### src/rtl/uart_rx_ex_if.sv
// Request/ready read bus between a bus master and the uart_rx_ex receiver.
interface uart_rx_ex_if;
  logic        i_request;
  logic        i_address;
  logic [31:0] o_rdata;
  logic        o_ready;

  modport master (output i_request, output i_address, input o_rdata, input o_ready);
  modport slave  (input i_request, input i_address, output o_rdata, output o_ready);
endinterface

### src/rtl/uart_rx_ex.sv
// Oversampled UART receiver with error-tagged RX FIFO behind a request/ready read bus.
// Parity checking is compiled in only when UART_RX_PARITY_EN is defined.
module uart_rx_ex #(
  parameter int PRESCALE   = 26,
  parameter int OVERSAMPLE = 16,
  parameter int DATA_BITS  = 8,
  parameter int PARITY     = 0,
  parameter int FIFO_DEPTH = 16
) (
  input  logic        i_clock,
  input  logic        i_reset_n,
  uart_rx_ex_if.slave bus,
  input  logic        UART_RX
);
  localparam int AW = $clog2(FIFO_DEPTH);
  localparam int CW = AW + 1;
  localparam int SW = $clog2(OVERSAMPLE);
  localparam logic [15:0]   PRE_M1   = 16'(PRESCALE - 1);
  localparam logic [SW-1:0] S_LO     = SW'(OVERSAMPLE / 2 - 1);
  localparam logic [SW-1:0] S_MID    = SW'(OVERSAMPLE / 2);
  localparam logic [SW-1:0] S_DEC    = SW'(OVERSAMPLE / 2 + 1);
  localparam logic [SW-1:0] S_END    = SW'(OVERSAMPLE - 1);
  localparam logic [3:0]    LAST_BIT = 4'(DATA_BITS - 1);
  localparam logic [CW-1:0] FULL_CNT = CW'(FIFO_DEPTH);

  typedef enum logic [2:0] {
    ST_ARM, ST_IDLE, ST_START, ST_DATA,
`ifdef UART_RX_PARITY_EN
    ST_PAR,
`endif
    ST_STOP, ST_BREAK
  } state_e;

  state_e        state_q, state_d;
  logic          sync1_q, sync2_q, prev_q;
  logic [15:0]   tick_q, tick_d;
  logic [SW-1:0] samp_q, samp_d;
  logic [3:0]    bit_q, bit_d;
  logic [8:0]    shift_q, shift_d;
  logic          s0_q, s0_d, s1_q, s1_d;
  logic          line, tick, maj, at_dec, at_end, push, fe_evt, par_tag;

  logic [9:0]    mem_q [FIFO_DEPTH];
  logic [AW-1:0] wr_q, rd_q;
  logic [CW-1:0] cnt_q, cnt_d;
  logic          empty, full, pop, do_push, ovr_evt, clr;
  logic          ovr_q, fe_q, pe_flag;
  logic          act_q, act_d, addr_q, ready_q, ready_d;
  logic [31:0]   rdata_q, rdata_d;

`ifdef UART_RX_PARITY_EN
  localparam bit PAR_ON = (PARITY != 0);
  logic par_err_q, par_err_d, pe_q;
  assign par_tag = par_err_q;
  assign pe_flag = pe_q;
`else
  logic unused_parity;
  assign unused_parity = (PARITY != 0);
  assign par_tag = 1'b0;
  assign pe_flag = 1'b0;
`endif

  assign line   = sync2_q;
  assign tick   = (state_q != ST_IDLE) && (tick_q == 16'd0);
  assign maj    = (s0_q & s1_q) | (s0_q & line) | (s1_q & line);
  assign at_dec = tick && (samp_q == S_DEC);
  assign at_end = tick && (samp_q == S_END);

  always_comb begin
    state_d = state_q;
    tick_d  = tick_q;
    samp_d  = samp_q;
    bit_d   = bit_q;
    shift_d = shift_q;
    s0_d    = s0_q;
    s1_d    = s1_q;
    push    = 1'b0;
    fe_evt  = 1'b0;
`ifdef UART_RX_PARITY_EN
    par_err_d = par_err_q;
`endif
    if (state_q == ST_IDLE || tick_q == 16'd0) tick_d = PRE_M1;
    else tick_d = tick_q - 16'd1;
    if (tick) begin
      samp_d = (samp_q == S_END) ? '0 : samp_q + SW'(1);
      if (samp_q == S_LO)  s0_d = line;
      if (samp_q == S_MID) s1_d = line;
    end
    case (state_q)
      ST_ARM: if (line) state_d = ST_IDLE;
      ST_IDLE: begin
        if (prev_q && !line) begin
          state_d = ST_START;
          samp_d  = '0;
          tick_d  = PRE_M1;
          shift_d = '0;
`ifdef UART_RX_PARITY_EN
          par_err_d = 1'b0;
`endif
        end
      end
      ST_START: begin
        if (at_dec && maj) state_d = ST_IDLE;
        else if (at_end) begin
          state_d = ST_DATA;
          bit_d   = '0;
        end
      end
      ST_DATA: begin
        if (at_dec) shift_d[bit_q] = maj;
        if (at_end) begin
          if (bit_q == LAST_BIT) begin
`ifdef UART_RX_PARITY_EN
            state_d = PAR_ON ? ST_PAR : ST_STOP;
`else
            state_d = ST_STOP;
`endif
          end else begin
            bit_d = bit_q + 4'd1;
          end
        end
      end
`ifdef UART_RX_PARITY_EN
      ST_PAR: begin
        // Odd parity expects a set XOR over data+parity, even expects clear.
        if (at_dec) par_err_d = (^shift_q) ^ maj ^ (PARITY == 1);
        if (at_end) state_d = ST_STOP;
      end
`endif
      ST_STOP: begin
        // Leave at the decision point so a start bit right after the stop bit is seen.
        if (at_dec) begin
          if (maj) begin
            push    = 1'b1;
            state_d = ST_IDLE;
          end else begin
            fe_evt  = 1'b1;
            state_d = ST_BREAK;
          end
        end
      end
      ST_BREAK: if (line) state_d = ST_IDLE;
      default:  state_d = ST_ARM;
    endcase
  end

  assign empty   = (cnt_q == '0);
  assign full    = (cnt_q == FULL_CNT);
  assign pop     = act_q && !addr_q && !empty;
  assign clr     = act_q && addr_q;
  assign do_push = push && (!full || pop);
  assign ovr_evt = push && full && !pop;

  always_comb begin
    cnt_d = cnt_q;
    if (do_push && !pop) cnt_d = cnt_q + CW'(1);
    else if (pop && !do_push) cnt_d = cnt_q - CW'(1);
  end

  assign act_d   = bus.i_request && !act_q && !ready_q;
  assign ready_d = act_q ? 1'b1 : (bus.i_request ? ready_q : 1'b0);

  always_comb begin
    rdata_d = rdata_q;
    if (act_q) begin
      if (addr_q) rdata_d = {16'(cnt_q), 12'b0, ovr_q, pe_flag, fe_q, empty};
      else if (empty) rdata_d = 32'h8000_0000;
      else rdata_d = {22'b0, mem_q[rd_q]};
    end
  end

  always_ff @(posedge i_clock) begin
    if (do_push) mem_q[wr_q] <= {par_tag, shift_q};
  end

  always_ff @(posedge i_clock) begin
    if (!i_reset_n) begin
      sync1_q <= 1'b0;
      sync2_q <= 1'b0;
      prev_q  <= 1'b0;
      state_q <= ST_ARM;
      tick_q  <= PRE_M1;
      samp_q  <= '0;
      bit_q   <= '0;
      shift_q <= '0;
      s0_q    <= 1'b0;
      s1_q    <= 1'b0;
      wr_q    <= '0;
      rd_q    <= '0;
      cnt_q   <= '0;
      ovr_q   <= 1'b0;
      fe_q    <= 1'b0;
      act_q   <= 1'b0;
      addr_q  <= 1'b0;
      ready_q <= 1'b0;
      rdata_q <= '0;
`ifdef UART_RX_PARITY_EN
      par_err_q <= 1'b0;
      pe_q      <= 1'b0;
`endif
    end else begin
      sync1_q <= UART_RX;
      sync2_q <= sync1_q;
      prev_q  <= sync2_q;
      state_q <= state_d;
      tick_q  <= tick_d;
      samp_q  <= samp_d;
      bit_q   <= bit_d;
      shift_q <= shift_d;
      s0_q    <= s0_d;
      s1_q    <= s1_d;
      if (do_push) wr_q <= wr_q + AW'(1);
      if (pop) rd_q <= rd_q + AW'(1);
      cnt_q   <= cnt_d;
      ovr_q   <= (ovr_q & ~clr) | ovr_evt;
      fe_q    <= (fe_q & ~clr) | fe_evt;
      act_q   <= act_d;
      if (act_d) addr_q <= bus.i_address;
      ready_q <= ready_d;
      rdata_q <= rdata_d;
`ifdef UART_RX_PARITY_EN
      par_err_q <= par_err_d;
      pe_q      <= (pe_q & ~clr) | (push & par_tag);
`endif
    end
  end

  assign bus.o_rdata = rdata_q;
  assign bus.o_ready = ready_q;
endmodule

### src/flat_wrapper.sv
// flat-port wrapper written by rule: the top's interface ports become plain ports
module uart_rx_ex_flat 
#(
  parameter int PRESCALE   = 26,
  parameter int OVERSAMPLE = 16,
  parameter int DATA_BITS  = 8,
  parameter int PARITY     = 0,
  parameter int FIFO_DEPTH = 16
)
  (i_clock, i_reset_n, UART_RX, bus_i_request, bus_i_address, bus_o_rdata, bus_o_ready);
  uart_rx_ex_if bus_i ();
  input  logic i_clock;
  input  logic i_reset_n;
  input  logic UART_RX;
  input wire logic [$bits(bus_i.i_request)-1:0] bus_i_request;
  input wire logic [$bits(bus_i.i_address)-1:0] bus_i_address;
  output wire logic [$bits(bus_i.o_rdata)-1:0] bus_o_rdata;
  output wire logic [$bits(bus_i.o_ready)-1:0] bus_o_ready;
  assign bus_i.i_request = bus_i_request;
  assign bus_i.i_address = bus_i_address;
  assign bus_o_rdata = bus_i.o_rdata;
  assign bus_o_ready = bus_i.o_ready;
  uart_rx_ex #(.PRESCALE(PRESCALE), .OVERSAMPLE(OVERSAMPLE), .DATA_BITS(DATA_BITS), .PARITY(PARITY), .FIFO_DEPTH(FIFO_DEPTH)) u_core (.i_clock(i_clock), .i_reset_n(i_reset_n), .bus(bus_i), .UART_RX(UART_RX));
endmodule
### config.mk
export PLATFORM = sky130hd
export DESIGN_NAME = uart_rx_ex_flat
export DESIGN_NICKNAME = d
export VERILOG_FILES = /design/src/rtl/uart_rx_ex_if.sv /design/src/rtl/uart_rx_ex.sv /design/src/flat_wrapper.sv
export SDC_FILE = /design/constraint.sdc
export NUM_CORES = 1
export LEC_CHECK = 0
export ABC_AREA = 1
export BUFFER_PORTS_ARGS = -buffer_cell sky130_fd_sc_hd__buf_2
export CAP_MARGIN = 40
export CORE_ASPECT_RATIO = 0.8
export CORE_MARGIN = 8
export CORE_UTILIZATION = 43
export CTS_BUF_LIST = sky130_fd_sc_hd__clkbuf_2 sky130_fd_sc_hd__clkbuf_4 sky130_fd_sc_hd__clkbuf_8
export DETAILED_ROUTE_END_ITERATION = 8
export HOLD_SLACK_MARGIN = 0.02
export PLACE_DENSITY_LB_ADDON = 0.2
export SETUP_SLACK_MARGIN = 0.5
export SYNTH_ARGS = -nofsm -noshare
export SYNTH_HDL_FRONTEND = slang
export SYNTH_SLANG_ARGS = --single-unit
### constraint.sdc
create_clock -name i_clock -period 3.9 [get_ports i_clock]
set_input_delay 0.78 -clock i_clock [delete_from_list [all_inputs] [get_ports i_clock]]
set_output_delay 0.78 -clock i_clock [all_outputs]
set_load 0.05 [all_outputs]
======== Word-level counts from Yosys, hierarchy flattened ========
Memories as Yosys holds them, arrays and structs flattened. A register that Yosys moved wholly into a read port is not among the register bits.
Index checks and enable logic that the tools add are counted.
word-level totals
  flip-flop bits (word level) ............. 91
  ROM bits ................................ 0
  bits in latches ......................... 0
  output and inout port bits .............. 33
  word-level logic and storage cells ...... 143
  memory bits (writable) .................. 144
  memories ................................ 1
  input port bits ......................... 5
memory list
  name          depth  bits a word  read ports  clocked after Yosys merged registers in  wr ports  RTL line          text
  u_core.mem_q  16     9            1           1                                        1         uart_rx_ex.sv:43  logic [9:0] mem_q [FIFO_DEPTH];
operators by class
  multiplexer cells ....................... 43
  divide/modulo/power cells ............... 0
  $mul .................................... 0
  bitwise operators ....................... 10
  shifts and indexed selects .............. 0
  add/subtract/negate cells ............... 7
  eq/ne operators ......................... 23
  reductions and logical operators ........ 38
  magnitude comparators ................... 2
operators by type and width
  cell                     number
  $mux W32                 2
  $mux W16                 3
  $mux W4                  10
  $mux W3                  8
  $mux W9                  2
  $pmux W9 S2              1
  $add A4 B1 Y4 const B    4
  $logic_and A1 B1 Y1      16
  $logic_not A16 Y1        1
  $sub A16 B1 Y16 const B  1
  $pmux W3 S5              1
  $ne A2 B1 Y1 const B     7
  $eq A4 B4 Y1 const B     3
  $mux W1                  11
  $mux W5                  2
  $bwmux W9                1
  $eq A4 B3 Y1 const B     2
  $logic_not A1 Y1         8
  $pmux W4 S2              1
  $eq A3 B2 Y1 const B     2
  $eq A3 B3 Y1 const B     2
  $ne A2 B2 Y1 const B     3
  $ne A3 B1 Y1 const B     2
  $reduce_and A6 Y1        1
  18 further kinds         29

======== Longest topological paths before layout ========
Gate-level depths: netlist of run 1.
  depth in word-level cells ............... 11
  gate-level depth with buffers ........... 18
  gate-level depth less buffers ........... 18

======== Worst setup path before layout of run 1 ========
No wires, ideal clock.
  path kind ............................... reg2reg
  from .................................... reg u_core.tick_q[0]
  to ...................................... reg u_core.cnt_q[4]
  period minus slack after synthesis ...... 2813 ps
  setup slack ............................. 1087 ps
  library setup time ...................... 124 ps
  stages on the path, launching flop included .. 19
  path buffers ............................ 0
  required time ........................... 3776 ps
  arrival time ............................ 2689 ps
  cell sequence ........................... dfxtp_1 inv_1 ha_1 nand2_2 nor2_4 nand3_4 nor3_4 nand2_2 nor2_8 ha_1 inv_1 fa_1 a21o_1 a21oi_1 nor2_1 nor2_1 nand2_1 o21ai_0 a21oi_1
between the ends
  longest elaborated chain between the ends .. 9
  elaborated cells on any way between the ends .. 11
  those cells by class .................... 3 x mux; 8 x reduce/logical
ends and longest elaborated chain
  item                                 RTL line           text
  start: declaration                   uart_rx_ex.sv:36   logic [15:0] tick_q, tick_d;
  start signal: assignment             uart_rx_ex.sv:206  tick_q <= tick_d;
  $logic_not A16 Y1 *                  uart_rx_ex.sv:64   assign tick = (state_q != ST_IDLE) && (tick_q == 16'd0);
  $logic_and A1 B1 Y1 *                uart_rx_ex.sv:64
  $logic_and A1 B1 Y1 *                uart_rx_ex.sv:66   assign at_dec = tick && (samp_q == S_DEC);
  $mux W1 *                            uart_rx_ex.sv:132  if (at_dec) begin
  $mux W1 *                            uart_rx_ex.sv:89   case (state_q)
  $logic_and A1 B1 Y1 *                uart_rx_ex.sv:151  assign do_push = push && (!full || pop);
  net u_core.do_push                   uart_rx_ex.sv:46   logic empty, full, pop, do_push, ovr_evt, clr;
  $logic_not A1 Y1                     uart_rx_ex.sv:157  else if (pop && !do_push) cnt_d = cnt_q - CW'(1);
  $logic_and A1 B1 Y1                  uart_rx_ex.sv:157
  $reduce_bool A2 Y1 (no source line)  -
  end signal: assignment               uart_rx_ex.sv:214  cnt_q <= cnt_d;
  end: declaration                     uart_rx_ex.sv:45   logic [CW-1:0] cnt_q, cnt_d;
Mark *: on every way through the listed nets, which the timed path passes. The rest lies on a longest branch.
A chain may end at the register's enable or synchronous reset.

======== Worst setup path in the final report of run 1 ========
Same ends and word-level chain as after synthesis.

==> results.md, run 1 <==
• finished, final reports clean — outcome
• 991 — cell count after synthesis
• 3 — Max Root-Sink Buffers
• 0.0327 ns — Final Skew
• edfxtp_1 (45%), dfxtp_1 (16%), nor2_1 (6.2%), nand2_1 (6.1%), o21ai_0 (3.7%) — Area contributors post-synth
• 44.5% — Synth top area share
• 1.35% — fraction of synthesized cell area in xor and xnor cells
• 43.5% — Initial Utilization
• flop — type of origin of the critical path
• 0 — Yosys Warn Count
• 0.00971 mm² — post-synthesis instance area
• 41.0% — relative contribution of the clock network to total power
• 0.868 ns — actual slew at the worst max-slew pin
• 0 — Final Max Tran Viols
• 3.50 ns — Worst Path Arrival
• nor2_1 — most repeated cell in the gate-level netlist after synthesis
• clkbuf_8 — root cell of the clock tree
• 222 — clk sink count
• 0.00589 mm² — Sequential cell area
• 13,900 µm — hpwl dp
• 0.00498 W — Total Power
• flop — critical path endpoint category
• 0.00123 W — total net switching power
• reg -> reg — category of the critical setup timing path
• 544 — number of DRC markers after the initial detailed-route iteration
• 4.95 — number of vias per cell
• 6,739 — Vias
• no — setup repair after global routing missed its margin
• 0.798 — GPL Wtd Cong
• nor2_1 (160), nand2_1 (159), edfxtp_1 (144), dfxtp_1 (78), o21ai_0 (71) — most frequent cells after synthesis
• 324 MHz — FMAX
• 3.94 nW — leakage power of the design
• 48.6% — core occupancy in the finished layout
• 6 — worst-path maximum fanout
• u_core.tick_q[0] — worst hold path endpoint
• 22,000 µm — detailed-route wire length
• 6,325 — vias in the first global route
• 1,361 — Finished Layout Cells
• edfxtp_1 — dominant synthesized flop cell
• 0 — Fin. Hold Viols
• 459 mW/mm² — PwrDens
• 19.9% — simple-gate portion of the synthesized area
• 18 — cell depth of the worst flop-to-flop path
• 16.2 µm — routed length per instance
• 0.54 ns — Skew-Pair Late Insertion Delay
• 49 — row cnt
• 184 µm — Die Wd
• reg -> reg — Hold Path Class
• u_core.tick_q[0] — launch instance of the worst register-to-register path
• 0 — number of buffers inserted for hold repair after clock tree synthesis
• 0 — postcts setup bufs
• 3.08 ns — min cycle time layout
• 0 — max capacitance violation total
• 0 — count of cells resized by post-cts repair
• 0.82 ns — register-to-register setup slack
• 1,295 — number of placed cells counting well taps
• 0 — number of nets still failing antenna checks after routing
• 41.9% — worst relative slew slack
• 9.80 µm² — mean cell area of the mapped netlist
• 1 — Worst Hold Depth
• 9.64% — compound-cell area share of the yosys netlist
• 79.1% — final clock period utilization by the worst path
• 0.817 ns — crit path setup slack, layout
• 0 — antenna violations before repair
• 35,000 µm — first-pass GRT wire length
• 77 — largest net degree at the start of global routing
• 0 — overall overflow remaining after global route
• 11.6% — Synth-to-Final Area Change
• 222 — post-synthesis sequential element count
• 51.2% — sequential fraction of design power
• 2,119 — Fill cells
• 0% — share of synthesized registers carrying an async set or reset
• 0 ns — post-route setup TNS
• 7.8% — power share of the combinational group
• 0.0223 mm² — Core Footprint
• 4.32 ns — CP Data Required Time
• 0 — DRC violations left
• 275 µV — IR drop worst, VDD
• u_core.tick_q[0] — HP Start
• 0.06 ns — post-CTS clock slew at the launch and capture registers of the worst setup and hold paths
• 2.40% — adder-cell area share of the yosys netlist
• 14.0% — layout cell share with drive strength beyond 1
• 0% — mux cell area share after synthesis
• 0.00330 mm² — area taken by multi-input logic gates
• u_core.cnt_q[4] — reg-to-reg critical path endpoint
• simple AND/OR/NAND/NOR gates — combinational family with the most area after synthesis
• 20 — count of input and output buffers
• 45 — post-synthesis cell type count
• 0 — setup-violating endpoint count in the final report
• 0 — # diodes
• yes — CTS tree
• 0.0277 mm² — Die Area
• 38 — I/O pins
• edfxtp_1 — cell taking the most area after synthesis
• 144 — number of flops mapped to enable cells by yosys
• 0.00375 W — Cell Int Power
• 24.7% — switching portion of total power
• 5 — Pre-antenna DRT Iters
• 0.816 ns — pre-CTS setup slack
• 2 — CTS HTree Levels
• 60.6% — sequential area share after synthesis
• 1,052 — number of nets in the finished design
• 150 µm — Die H
• 16.1% — Total GRT Usage
• 37 — CTS Buf Count
power groups by stage:
stage / logic [W] / clock network, W / registers (W)
floorplan: 0.000327 / 0 / 0.00260
global placement: 0.000385 / 0 / 0.00260
detailed placement: 0.000386 / 0 / 0.00260
CTS: 0.000387 / 0.00210 / 0.00255
global route: 0.000441 / 0.00220 / 0.00255
finish: 0.000386 / 0.00204 / 0.00255
logic make-up (layout without fill, tap and decap cells):
logic type               count (synthesis)  count (layout)
adder cells (fa/ha/maj)                 18              18
AO/OA/AOI/OAI                          174             174
XOR/XNOR                                15              15
other                                    1              17
flip-flops                             222             222
buffers and inverters                  131             179
AND/OR/NAND/NOR                        430             430
metal layers:
metal / GRT usage [%] / wire length (µm) / up-vias
met5: 0 / 0 / -
met4: 4.87 / 441 / 0
met3: 3.11 / 1320 / 40
met2: 24.5 / 9710 / 166
met1: 23.1 / 10600 / 3141
li1: - / - / 3392
cell type report:
| cell class | count | share of cell area [%] |
|---|---|---|
| Clock buffer | 55 | 6.29 |
| Multi-Input combinational cell | 654 | 30.4 |
| Timing Repair Buffer | 37 | 2.22 |
| Sequential cell | 222 | 54.3 |
| Clock inverter | 10 | 0.519 |
| Tap cell | 306 | 3.53 |
| Inverter | 77 | 2.69 |
worst max-delay path, cell delays in order (launching register included):
cell,delay (ns)
dfxtp_1,0.31
inv_1,0.08
ha_1,0.22
nand2_2,0.13
nor2_4,0.16
nand3_4,0.11
nor3_4,0.18
nand2_2,0.12
nor2_8,0.20
ha_1,0.22
inv_1,0.11
fa_1,0.41
a21o_1,0.17
a21oi_1,0.16
nor2_1,0.06
nor2_1,0.08
nand2_1,0.07
o21ai_0,0.15
a21oi_1,0.05
cell usage in the layout (no fill, tap or decap), drive strengths merged:
cell type	netlist	routed
inv	72	74
ha	17	17
nand4	4	4
o21a	1	1
dfxtp	78	78
clkbuf	20	55
a22oi	2	2
buf	34	37
nor2	174	174
conb	1	17
nand3b	1	1
a21o	1	1
o21ai	79	79
nor3	13	13
xor2	10	10
o221ai	1	1
clkinv	5	13
fa	1	1
a31oi	1	1
nor4	1	1
nand3	69	69
a21oi	68	68
xnor2	5	5
edfxtp	144	144
a211oi	1	1
o211ai	14	14
o22ai	6	6
nand2	168	168
stage by stage:
step | hold WS [ns] | instance area (µm²)
after floorplan | 0.366 | 9770
final | 0.390 | 10800
after CTS | 0.394 | 10800
after detailed placement | 0.379 | 10100
after global placement | 0.377 | 10000
after global routing | 0.408 | 10800
worst max path at each step:
stage | from | endpoint | slack (ns)
2_1_floorplan | u_core.tick_q[0] | u_core.cnt_q[4] | 1.09
3_3_place_gp | u_core.tick_q[0] | u_core.cnt_q[4] | 0.85
3_5_place_dp | u_core.tick_q[0] | u_core.cnt_q[4] | 0.82
4_1_cts | u_core.tick_q[0] | u_core.cnt_q[4] | 0.81
5_1_grt | u_core.tick_q[0] | u_core.cnt_q[4] | 0.52
6_report | u_core.tick_q[0] | u_core.cnt_q[4] | 0.82
registers in the layout (all words and copies together), names as in the netlist, 3 cells and up, named ones only:
signal and cells:
u_core.mem_q 144, u_core.tick_q 16, u_core.bus.o_rdata 15, u_core.shift_q 9
u_core.cnt_q 5, u_core.bit_q 4, u_core.rd_q 4, u_core.samp_q 4
u_core.wr_q 4, u_core.state_q 3
Power figures use the tool's default switching activity.
==> run 2: changes to the inputs <==
Settings changed: ABC_AREA 1 to 0.
Clock period 3.9 ns to 2.8 ns, I/O delays scaled along.
==> results.md, run 2 <==
• 0.00670 W — Total Power, was 0.00498 W
• 0.00589 mm² — Sequential cell area, about the same
• 43.2% — Initial Utilization, was 43.5%
• u_core.tick_q[11] — launch instance of the worst register-to-register path, was u_core.tick_q[0]
• edfxtp_1 — most repeated cell in the gate-level netlist after synthesis, was nor2_1
• clkbuf_8 — root cell of the clock tree, unchanged
• edfxtp_1 (144), dfxtp_1 (78), nor2_1 (63), nand2_1 (38), mux4_2 (36) — most frequent cells after synthesis, was nor2_1 (160), nand2_1 (159), edfxtp_1 (144), dfxtp_1 (78), o21ai_0 (71)
• 63 — post-synthesis cell type count, was 45
• 2 — Worst Hold Depth, was 1
• edfxtp_1 (47%), dfxtp_1 (17%), mux4_2 (8.8%), nor2_1 (2.6%), ha_1 (2.3%) — Area contributors post-synth, was edfxtp_1 (45%), dfxtp_1 (16%), nor2_1 (6.2%), nand2_1 (6.1%), o21ai_0 (3.7%)
• flop — critical path endpoint category, unchanged
• -0.361 ns — crit path setup slack, layout, was 0.817 ns
• negative setup slack — failing checks
• 180 µm — Die Wd, was 184 µm
• 0.811 — GPL Wtd Cong, was 0.798
• 32,000 µm — first-pass GRT wire length, was 35,000 µm
• 48 — row cnt, was 49
• 27.1% — Synth-to-Final Area Change, was 11.6%
• 13,200 µm — hpwl dp, was 13,900 µm
• 0 — Fin. Hold Viols, unchanged
• 47.8% — worst relative slew slack, was 41.9%
• 0 — overall overflow remaining after global route, unchanged
• 144 — number of flops mapped to enable cells by yosys, unchanged
• 820 — number of nets in the finished design, was 1,052
• u_core.cnt_q[4] — reg-to-reg critical path endpoint, unchanged
• u_core.mem_q — top register by number of flip-flops, unchanged
• 0.780 ns — actual slew at the worst max-slew pin, was 0.868 ns
• edfxtp_1 (144), dfxtp_1 (74), buf_4 (62), nor2_1 (51), clkbuf_8 (40) — commonest cells after routing, fill and taps aside, was nor2_1 (160), nand2_1 (159), edfxtp_1 (144), dfxtp_1 (76), o21ai_0 (71)
• 22 — setup-violating endpoint count in the final report, was 0
• 3.91 nW — leakage power of the design, was 3.94 nW
• 0.55 ns — Skew-Pair Late Insertion Delay, was 0.54 ns
• 0.00921 mm² — post-synthesis instance area, was 0.00971 mm²
• 1,689 — Fill cells, was 2,119
• in -> reg — Hold Path Class, was reg -> reg
• 0% — share of synthesized registers carrying an async set or reset, unchanged
• yes — CTS tree, unchanged
• 0 — antenna violations before repair, unchanged
• 3.63 ns — Worst Path Arrival, was 3.50 ns
• 20 — count of input and output buffers, unchanged
• 19,800 µm — detailed-route wire length, was 22,000 µm
• edfxtp_1 — cell taking the most area after synthesis, unchanged
• 36 — largest net degree at the start of global routing, was 77
• 37 — CTS Buf Count, unchanged
• 13.9 µm² — mean cell area of the mapped netlist, was 9.80 µm²
• 6,080 — vias in the first global route, was 6,325
• reg -> reg — category of the critical setup timing path, unchanged
• 0.0264 mm² — Die Area, was 0.0277 mm²
• 664 — cell count after synthesis, was 991
• 0 — # diodes, unchanged
• 572 mW/mm² — PwrDens, was 459 mW/mm²
• 2 — CTS HTree Levels, unchanged
• 0 — Yosys Warn Count, unchanged
• complete, but fails checks — outcome, was finished, final reports clean
• 15.1% — Total GRT Usage, was 16.1%
• 5 — Pre-antenna DRT Iters, unchanged
• 3 — worst-path maximum fanout, was 6
• 222 — clk sink count, unchanged
• 349 — number of DRC markers after the initial detailed-route iteration, was 544
• 5,835 — Vias, was 6,739
• 0.00333 mm² — area taken by multi-input logic gates, was 0.00330 mm²
• 33.1% — layout cell share with drive strength beyond 1, was 14.0%
• 3.27 ns — CP Data Required Time, was 4.32 ns
• 0 — DRC violations left, unchanged
• 214 µV — IR drop worst, VDD, was 275 µV
• 0 — number of nets still failing antenna checks after routing, unchanged
• 147 µm — Die H, was 150 µm
• 38 — I/O pins, unchanged
• 11 — cell depth of the worst flop-to-flop path, was 18
• edfxtp_1 — dominant synthesized flop cell, unchanged
• 0 — max capacitance violation total, unchanged
• 5.30 — number of vias per cell, was 4.95
• flop — type of origin of the critical path, unchanged
• 0.06 ns — post-CTS clock slew at the launch and capture registers of the worst setup and hold paths, about the same
• 0.0436 ns — Final Skew, was 0.0327 ns
• 316 MHz — FMAX, was 324 MHz
• 3.16 ns — min cycle time layout, was 3.08 ns
• -0.36 ns — register-to-register setup slack, was 0.82 ns
• yes — setup repair after global routing missed its margin, was no
• -1.43 ns — post-route setup TNS, was 0 ns
• 113% — final clock period utilization by the worst path, was 79.1%
• edfxtp_1 — most common cell after layout, fill and taps aside, was nor2_1
• 0 — Final Max Tran Viols, unchanged
• UART_RX — HP Start, was u_core.tick_q[0]
• 222 — post-synthesis sequential element count, unchanged
• 3 — Max Root-Sink Buffers, unchanged
• 46.9% — Synth top area share, was 44.5%
• 63.9% — sequential area share after synthesis, was 60.6%
• 0.0213 mm² — Core Footprint, was 0.0223 mm²
• 18.0 µm — routed length per instance, was 16.2 µm
• 144 — Largest register FFs, unchanged
• u_core.sync1_q — worst hold path endpoint, was u_core.tick_q[0]
[run 2: changes by cell type after synthesis, moves of 12 or more]
cell,previous run,this run
nor2_1,160,63
o211ai_1,14,2
mux2i_1,0,15
mux4_2,0,36
a21oi_1,67,18
inv_1,59,14
inv_2,12,0
nand2_1,159,38
o21ai_0,71,15
nand3_1,63,28
[run 2: kinds of logic (layout without fill, tap and decap cells)]
| kind of cell | count (synthesis) | after routing | synth area share [%] |
|---|---|---|---|
| adder cells (fa/ha/maj) | 19 | 19 | 2.64 |
| buffers and inverters | 63 | 207 | 3.35 |
| multiplexers | 51 | 51 | 10.4 |
| other | 1 | 17 | 0.0407 |
| AND/OR/NAND/NOR | 204 | 204 | 11.4 |
| AO/OA/AOI/OAI | 81 | 82 | 6.02 |
| XOR/XNOR | 23 | 23 | 2.19 |
| flip-flops | 222 | 222 | 63.9 |
[run 2: metrics by stage]
stage               setup slack [ns]  hold WS, ns  instance area, µm²  std cells  utilization (%)
floorplan                     -0.635        0.412                9440        680                -
global placement              -0.491        0.427               10400       1009             48.9
detailed placement            -0.523        0.432               10400       1009             48.9
CTS                           -0.337        0.215               11500       1094             54.1
global route                  -0.459        0.222               11700       1100             54.9
finish                        -0.361        0.245               11700       1100             54.9
[run 2: how the worst max path moves through the flow]
stage                            startpoint               to  slack [ns]  depth (start not counted)
final                     u_core.tick_q[11]  u_core.cnt_q[4]       -0.36                         11
after CTS                 u_core.tick_q[14]  u_core.cnt_q[4]       -0.34                         11
after global placement    u_core.tick_q[14]  u_core.cnt_q[4]       -0.49                         11
after detailed placement  u_core.tick_q[14]  u_core.cnt_q[4]       -0.52                         11
after global routing      u_core.tick_q[11]  u_core.cnt_q[4]       -0.46                         11
after floorplan            u_core.tick_q[4]  u_core.cnt_q[4]       -0.64                         12
[run 2: where the power goes]
part	internal (W)	switching [W]
Clock	0.00163	0.00127
Sequential	0.00347	0.0000173
Combinational	0.000116	0.000198
Total	0.00522	0.00148
[run 2: timing repair]
item / CTS / global route
setup buffers: 12 / 4
pin swaps: 12 / 12
cloned: 6 / 2
endpoints found under the setup margin: 167 / 165
hold buffers: 0 / 0
resized for setup: 21 / 30
[run 2: worst max-delay path, cell delays in order, from the launching register on]
cell and delay [ns]:
dfxtp_2 0.32, or4_4 0.53, or4_4 0.54, nor4_4 0.23
ha_2 0.27, inv_4 0.05, fa_2 0.33, a21o_1 0.17
a21oi_2 0.13, xnor2_1 0.09, or3_1 0.31, a21oi_1 0.14
[run 2: metal layers]
layer  vias to the layer above  part of all wire, %  GRT usage (%)  wire length [µm]
li1                       2756                    -              -                 -
met1                      2909                   44           19.3              8810
met2                       131                   48           24.7              9560
met3                        39                  5.1           3.68              1010
met4                         0                  2.2           5.24               434
met5                         -                    0              0                 0
[run 2: final cells by class]
cell class              instances  share of cell area (%)
flip-flops and latches        222                    50.3
multi-input cells             396                    28.5
repair buffers                125                    11.3
clock buffers                  55                    5.66
well taps                     275                    2.94
clock inverters                12                   0.865
inverters                      15                   0.502
